**src/rtl/simon_pkg.sv**
```systemverilog
// Shared constants for the Simon core: z sequences, per-variant round count and
// z-sequence selection, and the control FSM state type.
package simon_pkg;

  // Published sequences, leftmost digit (index 0) in the MSB.
  localparam logic [4:0][61:0] Z_TAB = '{
    62'b1101000111_1001101011_0110001000_0001011100_0011001010_0100111011_11, // z4
    62'b1101101110_1011000110_0101111000_0001001000_1010011100_1101000011_11, // z3
    62'b1010111101_1100000011_0100100110_0010100001_0001111110_0101101100_11, // z2
    62'b1000111011_1110010011_0000101101_0100011101_1111001001_1000010110_10, // z1
    62'b1111101000_1001010110_0001110011_0111110100_0100101011_0000111001_10  // z0
  };

  typedef enum logic [1:0] {IDLE, RUN, DONE} state_e;

  // Zero for an unsupported (N,M) pair.
  function automatic int simon_rounds(input int n, input int m);
    if (n == 16 && m == 4) return 32;
    if (n == 24 && m == 3) return 36;
    if (n == 24 && m == 4) return 36;
    if (n == 32 && m == 3) return 42;
    if (n == 32 && m == 4) return 44;
    if (n == 48 && m == 2) return 52;
    if (n == 48 && m == 3) return 54;
    if (n == 64 && m == 2) return 68;
    if (n == 64 && m == 3) return 69;
    if (n == 64 && m == 4) return 72;
    return 0;
  endfunction

  function automatic int simon_zsel(input int n, input int m);
    if (n == 16 && m == 4) return 0;
    if (n == 24 && m == 3) return 0;
    if (n == 24 && m == 4) return 1;
    if (n == 32 && m == 3) return 2;
    if (n == 32 && m == 4) return 3;
    if (n == 48 && m == 2) return 2;
    if (n == 48 && m == 3) return 3;
    if (n == 64 && m == 2) return 2;
    if (n == 64 && m == 3) return 3;
    if (n == 64 && m == 4) return 4;
    return 0;
  endfunction

  // Bit-reversed so that bit i of the result is sequence index i.
  function automatic logic [61:0] z_seq(input int sel);
    logic [61:0] s;
    logic [61:0] r;
    s = Z_TAB[sel];
    for (int i = 0; i < 62; i++) r[i] = s[61-i];
    return r;
  endfunction

endpackage

```
**src/rtl/simon_iter_core_round_step.sv**
```systemverilog
// One Simon round plus the matching key-schedule step, purely combinational.
module simon_round_step
  import simon_pkg::*;
#(
  parameter int N = 48,
  parameter int M = 2
) (
  input  logic [N-1:0]        x,
  input  logic [N-1:0]        y,
  input  logic [M-1:0][N-1:0] k,
  input  logic                z,
  output logic [N-1:0]        x_nx,
  output logic [N-1:0]        y_nx,
  output logic [M-1:0][N-1:0] k_nx
);

  function automatic logic [N-1:0] rol(input logic [N-1:0] v, input int s);
    return (v << s) | (v >> (N - s));
  endfunction

  function automatic logic [N-1:0] ror(input logic [N-1:0] v, input int s);
    return (v >> s) | (v << (N - s));
  endfunction

  logic [N-1:0] t0, t1, t2, knew;

  always_comb begin
    t0   = ror(k[M-1], 3);
    t1   = (M == 4) ? (t0 ^ k[1]) : t0;
    t2   = t1 ^ ror(t1, 1);
    knew = ~k[0] ^ t2 ^ {{(N-1){1'b0}}, z} ^ N'(3);
  end

  assign x_nx = y ^ (rol(x, 1) & rol(x, 8)) ^ rol(x, 2) ^ k[0];
  assign y_nx = x;

  // Consume word 0, shift down, append the freshly expanded word.
  for (genvar i = 0; i < M - 1; i++) begin : g_kshift
    assign k_nx[i] = k[i+1];
  end
  assign k_nx[M-1] = knew;

endmodule

```
**src/rtl/simon_iter_core.sv**
```systemverilog
// Iterative Simon encryption core: UNROLL rounds per clock with on-the-fly key
// expansion, valid/ready in and out.
module simon_iter_core
  import simon_pkg::*;
#(
  parameter int N      = 48,
  parameter int M      = 2,
  parameter int UNROLL = 1
) (
  input  logic           clk,
  input  logic           rst_n,
  input  logic           in_valid,
  output logic           in_ready,
  input  logic [2*N-1:0] pt,
  input  logic [M*N-1:0] key,
  output logic           out_valid,
  input  logic           out_ready,
  output logic [2*N-1:0] ct,
  output logic           busy
);

  localparam int              T    = simon_rounds(N, M);
  localparam int              ZS   = simon_zsel(N, M);
  localparam int              RW   = (T > 1) ? $clog2(T) : 1;
  localparam logic [61:0]     ZSEQ = z_seq(ZS);

  if (T == 0) begin : g_bad_variant
    $error("simon_iter_core: (N,M) is not a Simon variant");
  end
  if (UNROLL < 1 || (T % UNROLL) != 0) begin : g_bad_unroll
    $error("simon_iter_core: UNROLL must divide the round count");
  end

  state_e                state_q, state_d;
  logic [RW-1:0]         r_q;
  logic [N-1:0]          x_q, y_q;
  logic [M-1:0][N-1:0]   k_q;
  logic [2*N-1:0]        ct_q;
  logic                  last;

  logic [UNROLL:0][N-1:0]        xc, yc;
  logic [UNROLL:0][M-1:0][N-1:0] kc;

  assign xc[0] = x_q;
  assign yc[0] = y_q;
  assign kc[0] = k_q;

  // Round r+u uses z index (r+u) mod 62; r+u < 124 so one subtract suffices.
  for (genvar u = 0; u < UNROLL; u++) begin : g_rnd
    logic [6:0] zsum;
    logic [5:0] zidx;
    assign zsum = 7'(r_q) + 7'(u);
    assign zidx = (zsum >= 7'd62) ? 6'(zsum - 7'd62) : zsum[5:0];

    simon_round_step #(.N(N), .M(M)) u_step (
      .x    (xc[u]),
      .y    (yc[u]),
      .k    (kc[u]),
      .z    (ZSEQ[zidx]),
      .x_nx (xc[u+1]),
      .y_nx (yc[u+1]),
      .k_nx (kc[u+1])
    );
  end

  assign last = (int'(r_q) + UNROLL) == T;

  always_comb begin
    state_d   = state_q;
    in_ready  = 1'b0;
    out_valid = 1'b0;
    busy      = 1'b0;
    case (state_q)
      IDLE: begin
        in_ready = 1'b1;
        if (in_valid) state_d = RUN;
      end
      RUN: begin
        busy = 1'b1;
        if (last) state_d = DONE;
      end
      DONE: begin
        out_valid = 1'b1;
        if (out_ready) state_d = IDLE;
      end
      default: state_d = IDLE;
    endcase
  end

  always_ff @(posedge clk) begin
    if (!rst_n) begin
      state_q <= IDLE;
      r_q     <= '0;
      x_q     <= '0;
      y_q     <= '0;
      k_q     <= '0;
      ct_q    <= '0;
    end else begin
      state_q <= state_d;
      case (state_q)
        IDLE: if (in_valid) begin
          x_q <= pt[2*N-1:N];
          y_q <= pt[N-1:0];
          k_q <= key;
          r_q <= '0;
        end
        RUN: begin
          x_q <= xc[UNROLL];
          y_q <= yc[UNROLL];
          k_q <= kc[UNROLL];
          r_q <= r_q + RW'(UNROLL);
          if (last) ct_q <= {xc[UNROLL], yc[UNROLL]};
        end
        default: ;
      endcase
    end
  end

  assign ct = ct_q;

endmodule

```
**config.mk**
```make
export PLATFORM = sky130hd
export DESIGN_NAME = simon_iter_core
export DESIGN_NICKNAME = d
export VERILOG_FILES = /design/src/rtl/simon_pkg.sv /design/src/rtl/simon_iter_core_round_step.sv /design/src/rtl/simon_iter_core.sv
export SDC_FILE = /design/constraint.sdc
export NUM_CORES = 1
export LEC_CHECK = 0
export CAP_MARGIN = 20
export CELL_PAD_IN_SITES_DETAIL_PLACEMENT = 1
export CELL_PAD_IN_SITES_GLOBAL_PLACEMENT = 1
export CORE_UTILIZATION = 42
export DETAILED_ROUTE_END_ITERATION = 8
export GPL_ROUTABILITY_DRIVEN = 0
export PLACE_DENSITY_LB_ADDON = 0.1
export SETUP_SLACK_MARGIN = 0.3
export SYNTH_ARGS = -nofsm -noshare
export SYNTH_HDL_FRONTEND = slang
export SYNTH_SLANG_ARGS = --single-unit
```
**constraint.sdc**
```tcl
create_clock -name clk -period 4.9 [get_ports clk]
set_input_delay 0.98 -clock clk [delete_from_list [all_inputs] [get_ports clk]]
set_output_delay 0.98 -clock clk [all_outputs]
set_load 0.005 [all_outputs]
```
Word level (Yosys, flattened, before mapping)
Memories as Yosys holds them, arrays and structs flattened.
Index checks and enable logic that the tools add are counted.

word-level totals
  flip-flop bits (word level) = 296
  bits in read-only memories = 64
  bits of input ports = 196
  output and inout bits = 99
  logic and storage cells = 55
  memories = 1

cells by class
  $add $sub $neg = 3
  $lt $le $gt $ge = 2
  eq/ne operators = 6
  mux-type cells = 17
  bitwise operators = 14
  reduce and logical (&&, ||, !) cells = 5

memories
  name             depth  bits a word  rd ports  clocked after memory_dff  wr ports  RTL line               text
  (no name shown)  64     1            1         0                         0         simon_iter_core.sv:59  .z (ZSEQ[zidx]),

operators by type and width
  cell                                                                    count
  48-bit XOR                                                              5
  48-bit case mux with 2 select lines                                     2
  96-bit case mux with 2 select lines                                     1
  48-bit 2-to-1 mux                                                       2
  96-bit 2-to-1 mux                                                       1
  48-bit AND                                                              1
  48-bit inverter                                                         1
  45-bit by 48-bit OR with 48-bit output                                  1
  47-bit by 48-bit OR with 48-bit output                                  1
  48-bit by 1-bit OR with 48-bit output                                   1
  48-bit by 2-bit OR with 48-bit output                                   1
  48-bit by 8-bit OR with 48-bit output                                   1
  48-bit by 1-bit XOR with 48-bit output                                  1
  6-bit 2-to-1 mux                                                        2
  6-bit case mux with 2 select lines                                      1
  6-bit by 1-bit adder with 7-bit output (second input constant)          1
  7-bit by 6-bit equality test with 1-bit output (second input constant)  1
  6-bit by 7-bit < comparator with 1-bit output (second input constant)   1
  6-bit by 1-bit adder with 6-bit output (second input constant)          1
  6-bit greater-or-equal comparator (second input constant)               1
  2-bit 2-to-1 mux                                                        3
  2-bit != test (second input constant)                                   3
  2-bit case mux with 3 select lines                                      1
  6-bit subtractor (second input constant)                                1
  8 further kinds                                                         12

Longest topological paths before layout
Gate-level depths: netlist of the first run.

  word-level depth = 7
  depth in mapped cells = 13
  depth with buffers taken out = 13

Cells and area by module
A second synthesis of the first run with hierarchy kept.

unflattened totals
  cells, all modules = 1922
  area total of the unflattened synthesis = 16099.2 um2

by module, submodules not included
  module            times used  cells each  area an instance (um2)  sequential area each (um2)
  simon_iter_core   1           1585        12847.3                 5925.7
  simon_round_step  1           337         3251.9                  0.0

Least setup slack after synthesis of the first run
OpenSTA, ideal clock, no wires.

  path type = input to register
  from = input port in_valid
  to = register k_q[48] (netlist name)
  setup time = 0.117 ns
  arrival = 2.193 ns
  path slack = 2.589 ns
  cell stages on the path = 8
  buffers on the path = 3
  cells stage by stage = buf_2 -> nor2_1 -> or2_2 -> buf_2 -> clkbuf_1 -> a22o_1 -> a32oi_1 -> nand2_1

on the way
  cells in the longest elaborated chain, start to end = 2

RTL lines
  item                                  RTL line                text
  start, declared                       simon_iter_core.sv:12   input logic in_valid,
  2-bit != test (no source line)        --
  2-bit AND reduction (no source line)  --
  end signal, assigned                  simon_iter_core.sv:104  k_q <= key;
  end signal, assigned                  simon_iter_core.sv:110  k_q <= kc[UNROLL];
  end, declared                         simon_iter_core.sv:37   logic [M-1:0][N-1:0] k_q;

No other way between the ends.
A chain may end at the register's enable or synchronous reset.

Worst setup path in the final report of the first run
  from = register state_q[0]
  to = output port in_ready

on the way
  cells in the longest elaborated chain, start to end = 2

RTL lines
  item                    RTL line               text
  start, declared         simon_iter_core.sv:34  state_e state_q, state_d;
  start signal, assigned  simon_iter_core.sv:99  state_q <= state_d;
  2-bit zero test         simon_iter_core.sv:73  case (state_q)
  1-bit 2-to-1 mux        simon_iter_core.sv:73
  end, declared           simon_iter_core.sv:13  output logic in_ready,

No other way between the ends.

==> results_dict.tcl, run 1 <==
set metrics [dict create \
    yosys_register_bits 296 \
    reg2reg_depth 7 \
    start_util_pct 43.0 \
    hold_violations 0 \
    relSlewSlack_pct 37.4 \
    layout_commonest_cell "dfxtp_1" \
    required_ns 3.92 \
    status "complete, but fails checks" \
    synth_edf_count 0 \
    setup_violations 0 \
    antennaDiodeCount 0 \
    syn_area_um2 15400 \
    ios 295 \
    syn_avg_cell_area_um2 8.61 \
    grt_max_degree 154 \
    drv_slew 0 \
    routedWlPerCell_um 20.9 \
    area_delta_synth_final_pct 26.8 \
    chipHeight_um 194 \
    end_kind "primary output" \
    cts_sinks 296 \
    first_pass_iters 9 \
    grt_pass1_wl_mm 80.4 \
    seqPwrFrac_pct 42.5 \
    crit_type "flop to primary output" \
    r2r-start "r_q[2]" \
    synth_xor_area_share_pct 13.6 \
    wl_mm 51.7 \
    power_frac_clock_pct 37.7 \
    yosys_warnings 0 \
    path_clk_slew_ns 0.06 \
    tritoncts "built" \
    grt-ovfl-total 0 \
    intPower_w 0.00481 \
    holdBufCountCts 0 \
    drtIter0Drc 847 \
    worstMarginPinSlew_ns 0.938 \
    ys_seq_area_share_pct 38.5 \
    num-nets-final 2188 \
    cp.arrival_ns 2.56 \
    die_w_um 194 \
    period_share_pct 72.3 \
    synth_top_family_by_area "compound AO/OA/AOI/OAI gates" \
    clock_path_buffers 3 \
    placed_cell_area_um2 18400 \
    die_area_um2 37500 \
    htreeDepth 2 \
    finalCriticalPeriod_ns 3.54 \
    finClkSkew_ns 0.0124 \
    first_global_vias 14100 \
    ff2ff_setup_slack_ns 1.49 \
    synthFlopType "dfxtp_1" \
    vias_per_cell 5.57 \
    antenna_found_initial 0 \
    synth-compound-area-share_pct 25.8 \
    crit_path_max_fanout 85 \
    clkLatencyLatePin_ns 0.51 \
    reg2reg_to "ct[28]" \
    numCtsBuffers 35 \
    drc_errors 16 \
    combPwrFrac_pct 19.8 \
    async_flop_share_pct 0 \
    netlist-cell-type-count 47 \
    fmax_mhz 282 \
    grt_setup_unrepaired "no" \
    ctsResizeCount 0 \
    hold_end "ct[42]" \
    tns_ns 0 \
    critPathLaunchType "flop" \
    cts_root_buffer "clkbuf_16" \
    power_density_nw_per_um2 347 \
    p_leak_nw 7.80 \
    hold_class "flop to flop" \
    route.vias.total 13800 \
    hold_path.startpoint "ct[42]" \
    row_count 69 \
    synth_nets 1993 \
    hold_depth 2 \
    muxShareOfSynthArea_pct 0.195 \
    drv_cap 0 \
    ant_nets 0 \
    synthAdderAreaFrac_pct 0.569 \
    irDropWorstVdd_mv 0.216 \
    drive_gt1_share_pct 8.56 \
    yosys.area_share.simple_pct 16.7 \
    dpl.hpwl_mm 36.1 \
    p_sw_share_pct 29.1 \
    core_area_um2 35800 \
    violations "DRC" \
    p_sw_w 0.00197 \
    synth_cells 1790 \
    cts_setup_buffers 0 \
    layout_common_cells "294 x dfxtp_1, 292 x clkdlybuf4s50_1, 246 x nand2_1" \
    grt_usage_pct 26.9 \
    fillCellCount 4111 \
    final_area_um2 19500 \
    port-buffer-count 294 \
]
-- per-stage QoR --
stage               cells  worst slack (ns)  utilization [%]  power [W]  hold WS [ns]
floorplan            1790              2.59                -    0.00377         0.457
global placement     2408              1.75             51.4    0.00422         0.453
detailed placement   2409              1.50             51.4    0.00426         0.461
CTS                  2470              1.37             54.5    0.00683         0.469
global route         2470              1.11             54.5    0.00707         0.479
finish               2470              1.36             54.5    0.00678         0.466
-- final cells by class --
cell class              instances  area, µm²  share of cell area [%]
multi-input cells            1336       8780                    45.0
flip-flops and latches        296       5930                    30.4
repair buffers                310       3100                    15.9
clock buffers                  54       1050                    5.37
well taps                     461        577                    2.95
clock inverters                 7       63.8                   0.327
inverters                       6       25.0                   0.128
-- logic make-up after synthesis --
family                     Yosys count
AOI/OAI and AO/OA                  516
and+or+nand+nor                    570
muxes                                3
xor gates and xnor gates           240
buffers and inverters              158
adders and majority gates            7
DFF                                296
-- worst max-delay path: stages, from the launching register on --
cell	delay, ns
dfxtp_4	0.63
buf_4	0.66
nor2_1	0.17
clkdlybuf4s50_1	0.50
-- worst max path at each step --
stage | start | endpoint | slack [ns] | cells past startpoint
3_3_place_gp | r_q[2] | ct[73] | 1.75 | 7
6_report | state_q[0] | in_ready | 1.36 | 3
5_1_grt | r_q[2] | ct[28] | 1.11 | 7
4_1_cts | state_q[0] | in_ready | 1.37 | 3
3_5_place_dp | r_q[2] | ct[36] | 1.50 | 7
2_1_floorplan | in_valid | k_q[48] | 2.59 | 8
-- registers in the layout (all words and copies together), names as in the netlist --
register / flops
y_q: 48
ct: 96
x_q: 48
state_q: 2
k_q: 96
r_q: 6
-- metal layers --
metal  routed length (µm)  vias up  global-route usage (%)
met2                23200      375                    42.5
met4                 1370        0                    8.39
li1                     -     6584                       -
met1                24300     6723                    38.0
met5                    0        -                       0
met3                 2800       75                    3.61
-- synthesized netlist by cell type, types with 2 or more instances --
master    instances  area (µm²)
o211ai_1          6        45.0
buf_2            30         150
mux2i_1           3        30.0
and2_1            4        25.0
a22oi_1          46         345
nor2b_1         149         932
nand3_1           4        20.0
xnor2_1         147        1290
ha_1              7        87.6
dfxtp_1         296        5930
a21boi_0         96         721
o21ai_0          10        50.1
buf_4             6        45.0
inv_1             5        18.8
nand4_1           3        18.8
buf_6             8        90.1
a211oi_1         48         360
xor2_1           93         815
o21a_1            2        15.0
o221a_2          96        1080
o221ai_1          2        17.5
nor3b_1           2        15.0
nand2_1         247         927
buf_1            10        37.5
a21oi_1         151         756
nand2b_1          4        25.0
clkbuf_1         98         368
nor2_1          149         559
o211a_1          49         490
nor3_1            2        10.0
-- power by group through the flow --
stage | sequential [W] | combinational, W | clock (W)
2_1_floorplan | 0.00279 | 0.000983 | 0
3_3_place_gp | 0.00292 | 0.00130 | 0
4_1_cts | 0.00288 | 0.00135 | 0.00260
3_5_place_dp | 0.00293 | 0.00133 | 0
5_1_grt | 0.00290 | 0.00148 | 0.00269
6_report | 0.00288 | 0.00134 | 0.00255
No activity file was read; power rests on OpenSTA's default activity.
==> inputs of run 2 (changes only) <==
--- a/config.mk
+++ b/config.mk
@@ -8,7 +8,7 @@
 export CAP_MARGIN = 20
 export CELL_PAD_IN_SITES_DETAIL_PLACEMENT = 1
 export CELL_PAD_IN_SITES_GLOBAL_PLACEMENT = 1
-export CORE_UTILIZATION = 42
+export CORE_UTILIZATION = 39
 export DETAILED_ROUTE_END_ITERATION = 8
 export GPL_ROUTABILITY_DRIVEN = 0
 export PLACE_DENSITY_LB_ADDON = 0.1
==> constraint.sdc (replaced) <==
create_clock -name clk -period 3.5 [get_ports clk]
set_input_delay 0.7 -clock clk [delete_from_list [all_inputs] [get_ports clk]]
set_output_delay 0.7 -clock clk [all_outputs]
set_load 0.005 [all_outputs]
==> results_dict.tcl, run 2 (same netlist as run 1, synthesis figures left out) <==
set metrics [dict create \
    status "finished clean" \
    path_clk_slew_ns 0.06 \
    p_leak_nw 7.86 \
    cts_root_buffer "clkbuf_16" \
    tns_ns 0 \
    power_density_nw_per_um2 485 \
    ant_nets 0 \
    ff2ff_setup_slack_ns 0.63 \
    port-buffer-count 294 \
    worstMarginPinSlew_ns 1.01 \
    relSlewSlack_pct 32.6 \
    grt_setup_unrepaired "no" \
    clkLatencyLatePin_ns 0.51 \
    globalRouteMet2Util_pct 40.4 \
    chipHeight_um 201 \
    area_delta_synth_final_pct 28.1 \
    cts_sinks 296 \
    die_area_um2 40300 \
    finClkSkew_ns 0.0191 \
    numCtsBuffers 35 \
    irDropWorstVdd_mv 0.262 \
    drc_errors 0 \
    grt-ovfl-total 0 \
    vias_per_cell 5.42 \
    cp.arrival_ns 2.36 \
    antenna_found_initial 0 \
    hold_path.startpoint "ct[28]" \
    first_pass_iters 4 \
    end_kind "primary output" \
    hold_slack_ns 0.461 \
    setup_violations 0 \
    use_met1_pct 35.8 \
    drv_cap 0 \
    hold_depth 2 \
    start_util_pct 39.7 \
    finish.utilization_pct 50.8 \
    fmax_mhz 326 \
    finalCriticalPeriod_ns 3.06 \
    antennaDiodeCount 0 \
    dpl.hpwl_mm 36.9 \
    ctsResizeCount 0 \
    clock_path_buffers 3 \
    grt_pass1_wl_mm 81.1 \
    core_area_um2 38800 \
    layout_common_cells "294 x dfxtp_1, 292 x clkdlybuf4s50_1, 246 x nand2_1" \
    hold_class "flop to flop" \
    p_total_w 0.00956 \
    drv_slew 0 \
    grt.met3_usage_pct 3.59 \
    holdBufCountCts 0 \
    drtIter0Drc 748 \
    wl_mm 52.6 \
    routedWlPerCell_um 20.8 \
    hold_violations 0 \
    layout_commonest_cell "dfxtp_1" \
    critPathLaunchType "flop" \
    reg2reg_depth 7 \
    hold_end "ct[28]" \
    tritoncts "built" \
    reg2reg_to "ct[31]" \
    row_count 72 \
    crit_path_max_fanout 44 \
    htreeDepth 2 \
    grt_max_degree 151 \
    fillCellCount 4438 \
    first_global_vias 14000 \
    die_w_um 201 \
    r2r-start "r_q[2]" \
    route.vias.total 13700 \
    num-nets-final 2197 \
    drive_gt1_share_pct 8.97 \
    period_share_pct 87.5 \
    crit_type "flop to primary output" \
    grt_busiest_layer "met2" \
    required_ns 2.80 \
    grt_usage_pct 25.4 \
    ios 295 \
    cts_setup_buffers 0 \
]
## run 2: layout make-up
cell class	count	area, µm²	share of cell area (%)
Clock buffer	55	1070	5.44
Clock inverter	5	50.0	0.254
Inverter	6	25.0	0.127
Multi-Input combinational cell	1336	8780	44.5
Sequential cell	296	5930	30.1
Tap cell	518	648	3.28
Timing Repair Buffer	319	3230	16.3
## run 2: per-stage QoR
stage,instance area [µm²],instances,setup WS [ns]
floorplan,15400,1790,1.33
global placement,18600,2474,0.841
detailed placement,18600,2474,0.669
CTS,19700,2534,0.425
global route,19700,2535,0.359
finish,19700,2535,0.436
## run 2: worst max-delay path by stage
| stage | start | to | slack [ns] | cells after the start |
|---|---|---|---|---|
| floorplan | r_q[0] | k_q[48] | 1.33 | 10 |
| global placement | r_q[2] | ct[85] | 0.84 | 7 |
| detailed placement | r_q[2] | ct[31] | 0.67 | 7 |
| CTS | state_q[1] | busy | 0.43 | 3 |
| global route | state_q[1] | busy | 0.36 | 3 |
| finish | state_q[1] | busy | 0.44 | 3 |
## run 2: metal layers
metal | routed length [µm] | share of wire, %
met1 | 25600 | 49
met5 | 0 | 0
met3 | 2360 | 4.5
met4 | 1280 | 2.4
met2 | 23400 | 44
## run 2: report_power, final
group	internal, W	leakage [nW]	total [W]	switching (W)
Clock	0.00217	0.555	0.00361	0.00144
Combinational	0.000998	4.87	0.00192	0.000925
Sequential	0.00361	2.43	0.00403	0.000422
## run 2: critical path: stages (launching register included)
cell and delay, ns:
dfxtp_4 0.75, nand2b_1 0.37, inv_4 0.20, clkdlybuf4s50_1 0.50
==> inputs of run 3 (changes only) <==
--- a/config.mk
+++ b/config.mk
@@ -5,7 +5,6 @@
 export SDC_FILE = /design/constraint.sdc
 export NUM_CORES = 1
 export LEC_CHECK = 0
-export CAP_MARGIN = 20
 export CELL_PAD_IN_SITES_DETAIL_PLACEMENT = 1
 export CELL_PAD_IN_SITES_GLOBAL_PLACEMENT = 1
 export CORE_UTILIZATION = 39
==> results_dict.tcl, run 3 (same netlist as run 1, synthesis figures left out) <==
set metrics [dict create \
    dp_slack_ns 0.669 \
    hold_slack_ns 0.461 \
    core_area_um2 38800 \
    required_ns 2.80 \
    htreeDepth 2 \
    drv_slew 0 \
    chipHeight_um 201 \
    end_kind "primary output" \
    worstMarginPinSlew_ns 1.18 \
    cp.arrival_ns 2.37 \
    dpl.hpwl_mm 36.9 \
    clkLatencyLatePin_ns 0.51 \
    fmax_mhz 326 \
    route.vias.total 13800 \
    drv_cap 0 \
    period_share_pct 87.6 \
    hold_class "flop to flop" \
    p_leak_nw 7.85 \
    grt_usage_pct 25.4 \
    start_util_pct 39.7 \
    holdBufCountCts 0 \
    status "finished clean" \
    setup_violations 0 \
    die_area_um2 40300 \
    grt_busiest_layer "met2" \
    grt-ovfl-total 0 \
    critPathLaunchType "flop" \
    clock_path_buffers 3 \
    area_delta_synth_final_pct 27.9 \
    power_density_nw_per_um2 485 \
    grt_max_degree 151 \
    row_count 72 \
    crit_path_max_fanout 44 \
    fillCellCount 4442 \
    crit_type "flop to primary output" \
    antennaDiodeCount 0 \
    cts_root_buffer "clkbuf_16" \
    path_clk_slew_ns 0.06 \
    grt_pass1_wl_mm 81.1 \
    drc_errors 0 \
    cts_sinks 296 \
    vias_per_cell 5.43 \
    grt_setup_unrepaired "no" \
    first_global_vias 14000 \
    num-nets-final 2196 \
    antenna_found_initial 0 \
    setup_slack_ns 0.433 \
    finClkSkew_ns 0.0184 \
    regArea_um2 5930 \
    grt.met3_usage_pct 3.59 \
    globalRouteMet2Util_pct 40.4 \
    layout_common_cells "294 x dfxtp_1, 292 x clkdlybuf4s50_1, 246 x nand2_1" \
    tritoncts "built" \
    routedWlPerCell_um 20.8 \
    tns_ns 0 \
    hold_violations 0 \
    ios 295 \
    drive_gt1_share_pct 8.93 \
    multiInputGateArea_um2 8780 \
    die_w_um 201 \
    wl_mm 52.6 \
    relSlewSlack_pct 21.5 \
    finalCriticalPeriod_ns 3.07 \
    numCtsBuffers 35 \
    ctsResizeCount 0 \
    port-buffer-count 294 \
    layout_commonest_cell "dfxtp_1" \
    first_pass_iters 5 \
    cts_setup_buffers 0 \
    ant_nets 0 \
    irDropWorstVdd_mv 0.261 \
    drtIter0Drc 684 \
    use_met1_pct 35.8 \
]
==> run 3: cell types whose count changed in the layout (fill, tap and decap cells not counted) <==
cell and change:
buf_16 -1
==> run 3: final timing paths <==
| path | start | end | slack (ns) | cells after the start |
|---|---|---|---|---|
| worst min-delay path | ct[28] | ct[28] | 0.46 | 2 |
| worst max-delay path | state_q[1] | busy | 0.43 | 3 |
| worst min register to register | ct[28] | ct[28] | 0.46 | 2 |
| worst max register to register | r_q[2] | ct[0] | 0.64 | 7 |
==> run 3: power by group <==
group          switching (W)  leakage (nW)  internal [W]
clock network        0.00144         0.555       0.00217
registers           0.000421          2.43       0.00361
logic               0.000926          4.86      0.000995
==> run 3: per-stage QoR <==
stage | area (µm²) | util (%) | cells | total power [W]
floorplan | 15400 | - | 1790 | 0.00528
global placement | 18600 | 47.9 | 2474 | 0.00596
detailed placement | 18600 | 47.9 | 2474 | 0.00601
CTS | 19700 | 50.8 | 2534 | 0.00965
global route | 19700 | 50.8 | 2534 | 0.00997
finish | 19700 | 50.8 | 2534 | 0.00956
==> run 3: area by class of cell <==
cell class,instances,area share (%)
clock buffers,55,5.45
clock inverters,5,0.254
inverters,6,0.127
multi-input cells,1336,44.6
flip-flops and latches,296,30.1
well taps,518,3.29
repair buffers,318,16.2
==> run 3: routing by layer <==
metal  up-vias  share of wire (%)
met5         -                  0
met2       346                 44
met1      6752                 48
met4         0                2.5
met3        66                4.9
li1       6606                  -
==> run 3: critical path, stage by stage, from the launching register on <==
cell,delay [ns]
dfxtp_4,0.74
nand2b_1,0.37
inv_4,0.20
clkdlybuf4s50_1,0.50
